`src/rtl/seven_segment_scan_decoder_if.sv`:
```
// Display bus between a multiplexed 7-segment driver and the scan decoder.
// The master drives seg/dig_sel; the slave (decoder) returns the recovered digits.
interface seven_segment_scan_decoder_if #(
   parameter int NUM_DIGITS = 4
);
   logic [6:0]              seg;
   logic [NUM_DIGITS-1:0]   dig_sel;
   logic [4*NUM_DIGITS-1:0] digits;
   logic [NUM_DIGITS-1:0]   digit_err;
   logic                    frame_valid;
   logic                    frame_err;

   modport master (
      output seg, dig_sel,
      input  digits, digit_err, frame_valid, frame_err
   );

   modport slave (
      input  seg, dig_sel,
      output digits, digit_err, frame_valid, frame_err
   );
endinterface

```
`src/rtl/seven_segment_scan_decoder.sv`:
```
// Reads back a multiplexed active-low 7-segment bus: each one-hot digit pattern is
// captured once it has been stable long enough, and complete scans are flagged as frames.
module seven_segment_scan_decoder #(
   parameter int NUM_DIGITS    = 4,
   parameter int STABLE_CYCLES = 4
) (
   input logic clk,
   input logic rst,
   seven_segment_scan_decoder_if.slave bus
);
   localparam int CW = $clog2(STABLE_CYCLES + 1);
   localparam logic [CW-1:0]         CNT_MAX = CW'(STABLE_CYCLES);
   localparam logic [CW-1:0]         CNT_ONE = CW'(1);
   localparam logic [NUM_DIGITS-1:0] SEL_ONE = NUM_DIGITS'(1);

   logic [6:0]              prev_seg_reg;
   logic [NUM_DIGITS-1:0]   prev_sel_reg;
   logic [CW-1:0]           cnt_reg, cnt_next;
   logic                    armed_reg, armed_next, armed_eff;
   logic [NUM_DIGITS-1:0]   seen_reg, seen_next;
   logic [4*NUM_DIGITS-1:0] digits_reg, digits_next;
   logic [NUM_DIGITS-1:0]   digit_err_reg, digit_err_next;
   logic                    frame_valid_reg, frame_err_reg;

   logic                    one_hot, same_pair, capture, frame_done;
   logic [NUM_DIGITS-1:0]   cap_vec;
   logic [3:0]              dec_val;
   logic                    dec_err;

   assign one_hot   = (bus.dig_sel != '0) && ((bus.dig_sel & (bus.dig_sel - SEL_ONE)) == '0);
   assign same_pair = one_hot && (bus.seg == prev_seg_reg) && (bus.dig_sel == prev_sel_reg);

   // A changed pair re-arms immediately, so STABLE_CYCLES=1 captures on its first edge.
   always_comb begin
      armed_eff = same_pair ? armed_reg : 1'b1;
      if (!one_hot)
         cnt_next = '0;
      else if (!same_pair)
         cnt_next = CNT_ONE;
      else if (cnt_reg < CNT_MAX)
         cnt_next = cnt_reg + CNT_ONE;
      else
         cnt_next = CNT_MAX;
   end

   assign capture    = one_hot && (cnt_next == CNT_MAX) && armed_eff;
   assign armed_next = capture ? 1'b0 : (one_hot ? armed_eff : 1'b1);

   always_comb begin
      dec_val = 4'h0;
      dec_err = 1'b0;
      case (bus.seg)
         7'h40: dec_val = 4'h0;
         7'h79: dec_val = 4'h1;
         7'h24: dec_val = 4'h2;
         7'h30: dec_val = 4'h3;
         7'h19: dec_val = 4'h4;
         7'h12: dec_val = 4'h5;
         7'h02: dec_val = 4'h6;
         7'h78: dec_val = 4'h7;
         7'h00: dec_val = 4'h8;
         7'h10: dec_val = 4'h9;
         7'h08: dec_val = 4'hA;
         7'h03: dec_val = 4'hB;
         7'h46: dec_val = 4'hC;
         7'h21: dec_val = 4'hD;
         7'h06: dec_val = 4'hE;
         7'h0e: dec_val = 4'hF;
         default: begin
            dec_val = 4'h0;
            dec_err = 1'b1;
         end
      endcase
   end

   generate
      for (genvar gi = 0; gi < NUM_DIGITS; gi++) begin : g_digit
         assign cap_vec[gi]               = capture & bus.dig_sel[gi];
         assign digits_next[4*gi +: 4]    = cap_vec[gi] ? dec_val : digits_reg[4*gi +: 4];
         assign digit_err_next[gi]        = cap_vec[gi] ? dec_err : digit_err_reg[gi];
      end
   endgenerate

   assign seen_next  = seen_reg | cap_vec;
   assign frame_done = capture && (&seen_next);

   always_ff @(posedge clk or posedge rst) begin
      if (rst) begin
         prev_seg_reg    <= 7'h7f;
         prev_sel_reg    <= '0;
         cnt_reg         <= '0;
         armed_reg       <= 1'b1;
         seen_reg        <= '0;
         digits_reg      <= '0;
         digit_err_reg   <= '0;
         frame_valid_reg <= 1'b0;
         frame_err_reg   <= 1'b0;
      end else begin
         prev_seg_reg  <= bus.seg;
         prev_sel_reg  <= bus.dig_sel;
         cnt_reg       <= cnt_next;
         armed_reg     <= armed_next;
         digits_reg    <= digits_next;
         digit_err_reg <= digit_err_next;
         if (frame_done) begin
            seen_reg        <= '0;
            frame_valid_reg <= 1'b1;
            frame_err_reg   <= |digit_err_next;
         end else begin
            seen_reg        <= seen_next;
            frame_valid_reg <= 1'b0;
            frame_err_reg   <= 1'b0;
         end
      end
   end

   assign bus.digits      = digits_reg;
   assign bus.digit_err   = digit_err_reg;
   assign bus.frame_valid = frame_valid_reg;
   assign bus.frame_err   = frame_err_reg;
endmodule

```
`src/flat_wrapper.sv`:
```
// flat-port wrapper written by rule: the top's interface ports become plain ports
module seven_segment_scan_decoder_flat 
#(
   parameter int NUM_DIGITS    = 4,
   parameter int STABLE_CYCLES = 4
)
  (clk, rst, bus_seg, bus_dig_sel, bus_digits, bus_digit_err, bus_frame_valid, bus_frame_err);
  seven_segment_scan_decoder_if #(.NUM_DIGITS(NUM_DIGITS)) bus_i ();
  input logic clk;
  input logic rst;
  input wire logic [$bits(bus_i.seg)-1:0] bus_seg;
  input wire logic [$bits(bus_i.dig_sel)-1:0] bus_dig_sel;
  output wire logic [$bits(bus_i.digits)-1:0] bus_digits;
  output wire logic [$bits(bus_i.digit_err)-1:0] bus_digit_err;
  output wire logic [$bits(bus_i.frame_valid)-1:0] bus_frame_valid;
  output wire logic [$bits(bus_i.frame_err)-1:0] bus_frame_err;
  assign bus_i.seg = bus_seg;
  assign bus_i.dig_sel = bus_dig_sel;
  assign bus_digits = bus_i.digits;
  assign bus_digit_err = bus_i.digit_err;
  assign bus_frame_valid = bus_i.frame_valid;
  assign bus_frame_err = bus_i.frame_err;
  seven_segment_scan_decoder #(.NUM_DIGITS(NUM_DIGITS), .STABLE_CYCLES(STABLE_CYCLES)) u_core (.clk(clk), .rst(rst), .bus(bus_i));
endmodule
```
`config.mk`:
```
export PLATFORM = sky130hd
export DESIGN_NAME = seven_segment_scan_decoder_flat
export DESIGN_NICKNAME = d
export VERILOG_FILES = /design/src/rtl/seven_segment_scan_decoder_if.sv /design/src/rtl/seven_segment_scan_decoder.sv /design/src/flat_wrapper.sv
export SDC_FILE = /design/constraint.sdc
export NUM_CORES = 1
export LEC_CHECK = 0
export CAP_MARGIN = 10
export CORE_MARGIN = 10
export CORE_UTILIZATION = 52
export CTS_BUF_LIST = sky130_fd_sc_hd__clkbuf_16
export CTS_CLUSTER_DIAMETER = 30
export DETAILED_ROUTE_END_ITERATION = 12
export GPL_TIMING_DRIVEN = 1
export PLACE_DENSITY = 0.79
export SETUP_SLACK_MARGIN = 0.2
export SYNTH_ARGS = -nofsm -noshare
export SYNTH_HDL_FRONTEND = slang
export SYNTH_SLANG_ARGS = --single-unit
```
`constraint.sdc`:
```
create_clock -name clk -period 2.65 [get_ports clk]
set_input_delay 0.795 -clock clk [delete_from_list [all_inputs] [get_ports clk]]
set_output_delay 0.795 -clock clk [all_outputs]
set_load 0.01 [all_outputs]
```
# ---- Word-level counts from Yosys, hierarchy flattened
# Index checks and enable logic that the tools add are counted.
dict set report classes {
  n_addsub 2
  n_lt_le_gt_ge 1
  n_eq_ne 18
  mux 15
  bitwise_logic 6
  n_reduce_logical 12
}
# operator n
set ops {}
lappend ops {{one-hot mux 4 bit (15 select lines)} 1}
lappend ops {{== test 7 bit, second input constant} 4}
lappend ops {{== test 7 x 5 -> 1 bit, second input constant} 3}
lappend ops {{== test 7 x 6 -> 1 bit, second input constant} 3}
lappend ops {{OR reduction 16 bit} 1}
lappend ops {{== test 7 x 2 -> 1 bit, second input constant} 2}
lappend ops {{== test 7 x 4 -> 1 bit, second input constant} 2}
lappend ops {{two-way mux 1 bit} 10}
lappend ops {{two-way mux 3 bit} 3}
lappend ops {{== test 7 x 3 -> 1 bit, second input constant} 1}
lappend ops {{== test 7 bit} 1}
lappend ops {{logical NOT 7 bit} 1}
lappend ops {{logical AND 1 bit} 6}
lappend ops {{AND 1 bit} 4}
lappend ops {{AND 4 bit} 1}
lappend ops {{== test 4 bit} 1}
lappend ops {{logical NOT 4 bit} 1}
lappend ops {{two-way mux 4 bit} 1}
lappend ops {{OR 4 bit} 1}
lappend ops {{AND reduction 4 bit} 1}
lappend ops {{nonzero test 4 bit} 1}
lappend ops {{OR reduction 4 bit} 1}
lappend ops {{subtractor 4 x 1 -> 4 bit, second input constant} 1}
lappend ops {{adder 3 x 1 -> 3 bit, second input constant} 1}
lappend ops {{2 further kinds} 2}
dict set report totals {
  ff_bits 41
  output_inout_bits 22
  word_cells 66
}

# ---- Longest topological paths before layout
# Gate-level depths: netlist of the first run.
dict set report logic_depth {
  depth_word 16
  depth_mapped 7
}

# ---- Least setup slack after synthesis of the first run
# No wires, ideal clock.
dict set report synth_path {
  path_kind {input to register}
  start {input bus_dig_sel[2]}
  end {register u_core.seen_reg[0]}
  arrival_ps 2233
  required_ps 2514
  slack_ps 281
  path_stages 7
  path_buffers 1
  path_cell_list {clkbuf_2 > xnor2_1 > nand4_1 > nor4b_4 > and2_2 > o211ai_2 > a21boi_0}
}
dict set report synth_via {
  elab_chain_len 16
}
# element line
set synth_rtl {}
lappend synth_rtl {{from (decl)} flat_wrapper.sv:12} ;# input wire logic [$bits(bus_i.dig_sel)-1:0] bus_dig_sel;
lappend synth_rtl {{subtractor 4 x 1 -> 4 bit} seven_segment_scan_decoder.sv:30} ;# assign one_hot = (bus.dig_sel != '0) && ((bus.dig_sel & (bus.dig_sel - SEL_ONE)) == '0);
lappend synth_rtl {{AND 4 bit} seven_segment_scan_decoder.sv:30}
lappend synth_rtl {{logical NOT 4 bit} seven_segment_scan_decoder.sv:30}
lappend synth_rtl {{logical AND 1 bit} seven_segment_scan_decoder.sv:30}
lappend synth_rtl {{logical AND 1 bit (2 in a row)} seven_segment_scan_decoder.sv:31} ;# assign same_pair = one_hot && (bus.seg == prev_seg_reg) && (bus.dig_sel == prev_sel_reg);
lappend synth_rtl {{two-way mux 3 bit} seven_segment_scan_decoder.sv:38} ;# else if (!same_pair)
lappend synth_rtl {{two-way mux 3 bit} seven_segment_scan_decoder.sv:36} ;# if (!one_hot)
lappend synth_rtl {{== test 3 bit} seven_segment_scan_decoder.sv:46} ;# assign capture = one_hot && (cnt_next == CNT_MAX) && armed_eff;
lappend synth_rtl {{logical AND 1 bit (2 in a row)} seven_segment_scan_decoder.sv:46}
lappend synth_rtl {{AND 1 bit} seven_segment_scan_decoder.sv:78} ;# assign cap_vec[gi] = capture & bus.dig_sel[gi];
lappend synth_rtl {{OR 4 bit} seven_segment_scan_decoder.sv:84} ;# assign seen_next = seen_reg | cap_vec;
lappend synth_rtl {{AND reduction 4 bit} seven_segment_scan_decoder.sv:85} ;# assign frame_done = capture && (&seen_next);
lappend synth_rtl {{logical AND 1 bit} seven_segment_scan_decoder.sv:85}
lappend synth_rtl {{two-way mux 4 bit *} seven_segment_scan_decoder.sv:105} ;# if (frame_done) begin
lappend synth_rtl {{to (signal assigned)} seven_segment_scan_decoder.sv:110} ;# seen_reg <= seen_next;
lappend synth_rtl {{to (decl)} seven_segment_scan_decoder.sv:20} ;# logic [NUM_DIGITS-1:0] seen_reg, seen_next;
# Every way passes the cells marked *; elsewhere a longest branch is shown, timed or not.
# A chain may end at the register's enable or synchronous reset.

# ---- Worst setup path in the final report of the first run
dict set report layout_path {
  start {input bus_seg[1]}
  end {register u_core.frame_err_reg (netlist: u_core.bus.frame_err)}
}
dict set report layout_via {
  elab_chain_len 13
}
# element line
set layout_rtl {}
lappend layout_rtl {{from (decl)} flat_wrapper.sv:11} ;# input wire logic [$bits(bus_i.seg)-1:0] bus_seg;
lappend layout_rtl {{== test 7 bit} seven_segment_scan_decoder.sv:31}
lappend layout_rtl {{logical AND 1 bit (2 in a row)} seven_segment_scan_decoder.sv:31}
lappend layout_rtl {{two-way mux 3 bit} seven_segment_scan_decoder.sv:38}
lappend layout_rtl {{two-way mux 3 bit} seven_segment_scan_decoder.sv:36}
lappend layout_rtl {{== test 3 bit} seven_segment_scan_decoder.sv:46}
lappend layout_rtl {{logical AND 1 bit (2 in a row)} seven_segment_scan_decoder.sv:46}
lappend layout_rtl {{AND 1 bit} seven_segment_scan_decoder.sv:78}
lappend layout_rtl {{OR 4 bit} seven_segment_scan_decoder.sv:84}
lappend layout_rtl {{AND reduction 4 bit} seven_segment_scan_decoder.sv:85}
lappend layout_rtl {{logical AND 1 bit} seven_segment_scan_decoder.sv:85}
lappend layout_rtl {{two-way mux 1 bit *} seven_segment_scan_decoder.sv:105}
lappend layout_rtl {{to (signal assigned)} seven_segment_scan_decoder.sv:108} ;# frame_err_reg <= |digit_err_next;
lappend layout_rtl {{to (decl)} seven_segment_scan_decoder.sv:23} ;# logic frame_valid_reg, frame_err_reg;
# Marked as above.

==> impl_metrics.py, run 1 <==
metrics = {
    "setup_path": {
        "crit_arrival_ns": 2.58,
        "critPathMaxFanout": 10,
        "critPathRequiredTime_ns": 2.80,
        "r2r_setup_slack_ns": 0.56,
        "critPathKind": "input port to flop",
        "start_kind": "input port",
        "setup.worst_path.end_class": "flop",
    },
    "synthesis": {
        "synth.mux.area_fraction": 0.09337,
        "synth-edff-count": 0,
        "syn-cell-area_um2": 2037,
        "synth_top_flop_cell": "dfrtp_1",
        "syn_inst": 179,
        "netlist.area_leader.share": 0.4054,
        "yosysWarnings": 0,
        "synth.net_count": 193,
        "synth_top_family_by_area": "simple AND/OR/NAND/NOR gates",
        "avgSynthCellArea_um2": 11.38,
        "ys_top_cells_by_area": "dfrtp_1 41%, dfstp_2 10%, mux2_2 8.8%, xnor2_1 4.7%, nand2_1 2.0%",
        "yosysTopAreaCell": "dfrtp_1",
        "synth_async_sr_flop_share": 1.000,
        "ys_types": 49,
        "synth_fa_ha_area_frac": 0.006143,
        "synth_compound_area_frac": 0.1118,
        "synth-simple-area-share": 0.1837,
        "yosys.area_share.xor_xnor": 0.06020,
        "ys_ff_latch": 41,
        "seq_area_frac_synth": 0.5086,
    },
    "clock_tree": {
        "cts.clk_slew.worst_paths_ns": 0.06,
        "numCtsBuffers": 5,
        "clkSinkCount": 41,
        "cts_tree": "done",
        "hold_buffers": 0,
        "insertion_delay_ns": 0.29,
        "clockBufferDepth": 2,
        "cts_root_buffer": "clkbuf_16",
        "cts.htree.levels": 2,
    },
    "global_routing": {
        "grt_start_max_net_pins": 42,
        "grt_pass1_wl_um": 8783,
        "antenna_found_initial": 0,
        "overflow": 0,
        "first_global_vias": 1803,
        "grt_util_all_layers": 0.1655,
    },
    "sta": {
        "finClkSkew_ns": 0.005677,
        "hold_ws_ns": 0.4731,
        "tightest_slew_ns": 0.5157,
        "relSlewSlack": 0.6562,
        "timing.final.crit_share": 0.9137,
        "grt_setup_unrepaired": "no",
        "setup_viol": 0,
        "max_clock_freq_mhz": 413.0,
        "final-max-slew-violation-count": 0,
        "hold_viol_final": 0,
        "timing.final.crit_period_ns": 2.421,
    },
    "routing": {
        "routed_via_density": 6.035,
        "firstDrtPassIters": 4,
        "drt-total-wl_um": 5813,
        "via_count": 1738,
        "wl_per_cell_um": 20.18,
        "drc": 0,
        "drtAntennaViolNets": 0,
        "drt_iter0_drc": 201,
    },
    "floorplan": {
        "io-pin-count": 35,
        "core_um2": 3716,
        "die_w_um": 82.59,
        "die_height_um": 82.59,
        "std_cell_rows": 22,
        "dieArea_um2": 6820,
        "start_util": 0.5481,
    },
    "power": {
        "power_switching_share": 0.2134,
        "p_sw_mw": 0.3395,
        "p_int_mw": 1.251,
        "peakVddDrop_mv": 0.4130,
        "p_leak_nw": 1.410,
        "pwr-share-clk": 0.490,
        "powerDensity_nw_per_um2": 546.2,
        "power_frac_comb": 0.103,
        "p_seq_frac": 0.407,
        "total_power_mw": 1.591,
    },
    "run_status": {
        "status": "completed",
    },
    "cells_and_area": {
        "area_growth_pct": 43.00,
        "fillers": 225,
        "largest_register_ff_count": 16,
        "multi_input_comb_area_um2": 1035,
        "antenna_cells": 0,
        "drive_above_1_share": 0.3458,
        "area.sequential_um2": 1036,
        "fin_cells": 288,
        "fin_nets": 253,
    },
    "placed_design": {
        "io_buffers": 34,
        "dpl.hpwl_um": 3595,
        "dpl.cell_count": 275,
        "place_congestion": 0.9078,
    },
    "hold_path": {
        "holdCritPathClass": "flop to flop",
    },
    "flow_run": {
        "cap_violations": 0,
    },
}
repair_timing:
action | in CTS | in global routing
resized for setup | 8 | 29
cloned | 0 | 1
setup endpoints to repair | 26 | 25
pin swaps | 3 | 6
setup buffers | 2 | 2
power groups by stage:
stage | clock (mW) | combinational, mW | sequential, mW
CTS | 0.790 | 0.146 | 0.646
finish | 0.780 | 0.163 | 0.648
floorplan | 0 | 0.0795 | 0.655
global route | 0.811 | 0.176 | 0.649
detailed placement | 0 | 0.139 | 0.656
global placement | 0 | 0.135 | 0.656
cells in the mapped netlist, types with 4 or more instances:
| master | n |
|---|---|
| xnor2_1 | 11 |
| inv_1 | 7 |
| nand2_1 | 11 |
| a21oi_1 | 4 |
| dfrtp_1 | 33 |
| nand4_1 | 6 |
| mux2_2 | 16 |
| o21ai_0 | 7 |
| nor2_1 | 10 |
| nor3_1 | 4 |
| dfstp_2 | 8 |
final timing paths:
kind,from,cells past startpoint,endpoint
max,bus_seg[1],8,u_core.bus.frame_err
min,u_core.armed_reg,2,u_core.armed_reg
max reg2reg,u_core.cnt_reg[0],6,u_core.bus.digits[1]
min reg2reg,u_core.armed_reg,2,u_core.armed_reg
max in group asynchronous,rst,3,u_core.bus.digits[5]
min in group asynchronous,rst,3,u_core.prev_sel_reg[2]
stage by stage:
stage	worst slack, ns	setup TNS, ns	instance area (um^2)	util
2_1_floorplan	0.2806	0	2037	-
3_3_place_gp	-0.2295	-4.019	2562	0.6896
5_1_grt	0.1928	0	2913	0.7838
3_5_place_dp	-0.3364	-6.307	2562	0.6896
6_report	0.2286	0	2913	0.7838
4_1_cts	0.1895	0	2796	0.7525
cell type report:
class                   count  area share
clock buffers               5     0.04296
clock inverters             3     0.02234
flip-flops and latches     41      0.3557
repair buffers             62      0.1942
multi-input cells         122      0.3552
well taps                  48     0.02062
inverters                   7    0.009021
cells by family after synthesis:
logic type | after synthesis
compound gates | 32
xor+xnor | 14
fa+ha+maj | 1
buf+inv | 16
flops | 41
mux | 17
simple gates | 58
routing by layer:
layer  share of wire  GRT usage  vias up
met5               0          0        -
met4           0.028    0.07692        0
met3           0.044    0.03780       16
met2            0.55     0.2978       58
met1            0.38     0.1801      889
li1                -          -      775
worst max-delay path, cell delays in order:
cell and delay [ns]:
clkdlybuf4s50_1 0.44, buf_4 0.19, nor2_1 0.29, nand4_1 0.16, a21o_1 0.24, nand4bb_1 0.15
or2_1 0.18, a41oi_2 0.12
placed cells by master, fill, tap and decap left out, types with 4 or more instances in the layout:
cell type	n
xnor2_2	7
buf_6	5
clkbuf_16	5
inv_1	7
xnor2_1	4
a21oi_1	4
clkdlybuf4s50_1	24
dlymetal6s2s_1	6
buf_4	22
nand2_1	11
dfrtp_1	33
dfstp_2	8
o21ai_0	6
nand4_1	6
mux2_2	16
nor2_1	10
Power figures use the tool's default switching activity.
==> run 2, diff against run 1 <==
CTS_CLUSTER_SIZE = 40   (was unset)
PLACE_DENSITY = 0.82   (was 0.79)
==> run 2 against run 1 <==
Compared with the run above:
- design area fell by 0.82%
- maximum frequency is 2.1% higher
- via count down 4.9%
- highest routed layer unchanged
- sequential share of layout area grew 0.29 points
- clock skew increased by 0.0033 ns
- setup slack better by 0.051 ns
- sequential power barely moved
- power shrank 13%
- die area unchanged
- count of clock-buffer cells in the layout did not move
- worst hold slack improved by 0.0023 ns
==> impl_metrics.py, run 2 (synthesized netlist as in run 1, its figures left out) <==
metrics = {
    "cells_and_area": {
        "fin_cells": 287,
        "largest_register_ff_count": 16,
        "area_growth_pct": 41.83,
        "layout_common_cells": "33 x dfrtp_1, 23 x clkdlybuf4s50_1, 19 x buf_4",
        "fin_nets": 252,
        "drive_above_1_share": 0.3473,
        "final_common_cell": "dfrtp_1",
        "antenna_cells": 0,
        "fin_area_um2": 2889,
    },
    "setup_path": {
        "crit_arrival_ns": 2.54,
        "critPathKind": "input port to flop",
        "critPathMaxFanout": 5,
        "setup.worst_path.end_class": "flop",
        "critPathRequiredTime_ns": 2.82,
        "start_kind": "input port",
    },
    "routing": {
        "via_count": 1653,
        "drc": 0,
        "drtAntennaViolNets": 0,
        "drt_iter0_drc": 157,
        "routed_via_density": 5.760,
        "drt-total-wl_um": 5394,
        "wl_per_cell_um": 18.79,
        "firstDrtPassIters": 4,
    },
    "power": {
        "p_leak_nw": 1.387,
        "powerDensity_nw_per_um2": 479.2,
        "peakVddDrop_mv": 0.3885,
    },
    "placed_design": {
        "io_buffers": 34,
        "dpl.cell_count": 276,
        "place_congestion": 0.8247,
        "dpl.hpwl_um": 3609,
        "place_area_um2": 2570,
    },
    "clock_tree": {
        "hold_buffers": 0,
        "numCtsBuffers": 5,
        "clkSinkCount": 41,
        "insertion_delay_ns": 0.29,
        "clockBufferDepth": 2,
        "cts_tree": "done",
        "cts.htree.levels": 2,
        "cts.clk_slew.worst_paths_ns": 0.06,
        "cts_root_buffer": "clkbuf_16",
    },
    "sta": {
        "grt_setup_unrepaired": "no",
        "finClkSkew_ns": 0.008981,
        "relSlewSlack": 0.6594,
        "final-max-slew-violation-count": 0,
        "timing.final.crit_share": 0.8945,
        "max_clock_freq_mhz": 421.9,
        "timing.final.crit_period_ns": 2.370,
        "setup_viol": 0,
        "hold_viol_final": 0,
        "tightest_slew_ns": 0.5056,
    },
    "floorplan": {
        "start_util": 0.5481,
        "core_um2": 3716,
        "dieArea_um2": 6820,
        "io-pin-count": 35,
        "std_cell_rows": 22,
        "die_w_um": 82.59,
        "die_height_um": 82.59,
    },
    "global_routing": {
        "grt_pass1_wl_um": 8321,
        "grt_util_all_layers": 0.1597,
        "first_global_vias": 1686,
        "grt_start_max_net_pins": 42,
        "overflow": 0,
        "antenna_found_initial": 0,
    },
    "hold_path": {
        "holdCritPathClass": "flop to flop",
    },
    "flow_run": {
        "cap_violations": 0,
    },
    "run_status": {
        "status": "completed",
    },
}
[run 2: cell types whose count changed in the layout (fill, tap and decap cells not counted), sizes merged]
| cell | before | now |
|---|---|---|
| bufinv | 2 | 0 |
| clkinv | 1 | 3 |
| buf | 28 | 27 |
| clkdlybuf4s15 | 0 | 1 |
| clkdlybuf4s50 | 24 | 23 |
| dlygate4sd2 | 1 | 0 |
| dlymetal6s2s | 6 | 7 |
[run 2: cell type report]
| class | count | area [um^2] |
|---|---|---|
| clock buffer | 5 | 125.1 |
| timing repair buffer | 61 | 575.6 |
| inverter | 7 | 26.28 |
| tap | 48 | 60.06 |
| multi-input combinational | 122 | 1049 |
| sequential | 41 | 1036 |
| fill | 221 | 827.0 |
| clock inverter | 3 | 17.52 |
[run 2: timing repair]
action / 4_1_cts / 5_1_grt
gates resized for setup: 18 / 28
setup endpoints to repair: 25 / 20
buffers inserted: 2 / 1
pin swaps: 2 / 5
[run 2: metrics by stage]
stage / util / setup WS, ns / setup TNS (ns) / power [mW] / hold WS (ns)
after floorplan: - / 0.2806 / 0 / 0.7348 / 0.4394
after global placement: 0.6916 / -0.1867 / -3.050 / 0.7890 / 0.4528
after detailed placement: 0.6916 / -0.2989 / -5.748 / 0.7957 / 0.4677
after CTS: 0.7525 / 0.1926 / 0 / 1.380 / 0.4779
after global routing: 0.7774 / 0.1888 / 0 / 1.440 / 0.4867
final: 0.7774 / 0.2796 / 0 / 1.384 / 0.4754
[run 2: final timing paths]
| check | slack (ns) | startpoint | endpoint | cells after the start |
|---|---|---|---|---|
| max in group asynchronous | 1.34 | rst | u_core.prev_seg_reg[1] | 3 |
| min | 0.48 | u_core.armed_reg | u_core.armed_reg | 2 |
| max reg2reg | 0.61 | u_core.cnt_reg[0] | u_core.bus.digits[3] | 6 |
| max | 0.28 | bus_dig_sel[1] | u_core.seen_reg[2] | 9 |
| min in group asynchronous | 0.95 | rst | u_core.prev_sel_reg[2] | 3 |
| min reg2reg | 0.48 | u_core.armed_reg | u_core.armed_reg | 2 |
[run 2: where the power goes]
part           total, mW  internal (mW)  leakage [nW]  switching (mW)
sequential         0.648          0.641         0.514         0.00683
combinational      0.162         0.0751         0.801          0.0874
clock              0.574          0.345        0.0712           0.230
total               1.38           1.06          1.39           0.324
[run 2: critical path: stages]
cell and delay, ns:
clkdlybuf4s15_1 0.28, nor4b_4 0.30, a211oi_1 0.08, buf_4 0.16, nor4b_4 0.28, buf_6 0.17, and2_2 0.19, o211ai_4 0.12
a21boi_1 0.17
[run 2: layer usage]
metal,vias up,part of all wire,track usage
met4,0,0.015,0.07191
met2,57,0.54,0.2706
met1,828,0.39,0.1829
met3,6,0.055,0.04644
li1,762,-,-
met5,-,0,0
==> run 3, diff against run 2 <==
SLEW_MARGIN = 30   (was unset)
==> results of run 3 <==
Same layout as run 2: the final DEF is identical, and so are final timing and power.
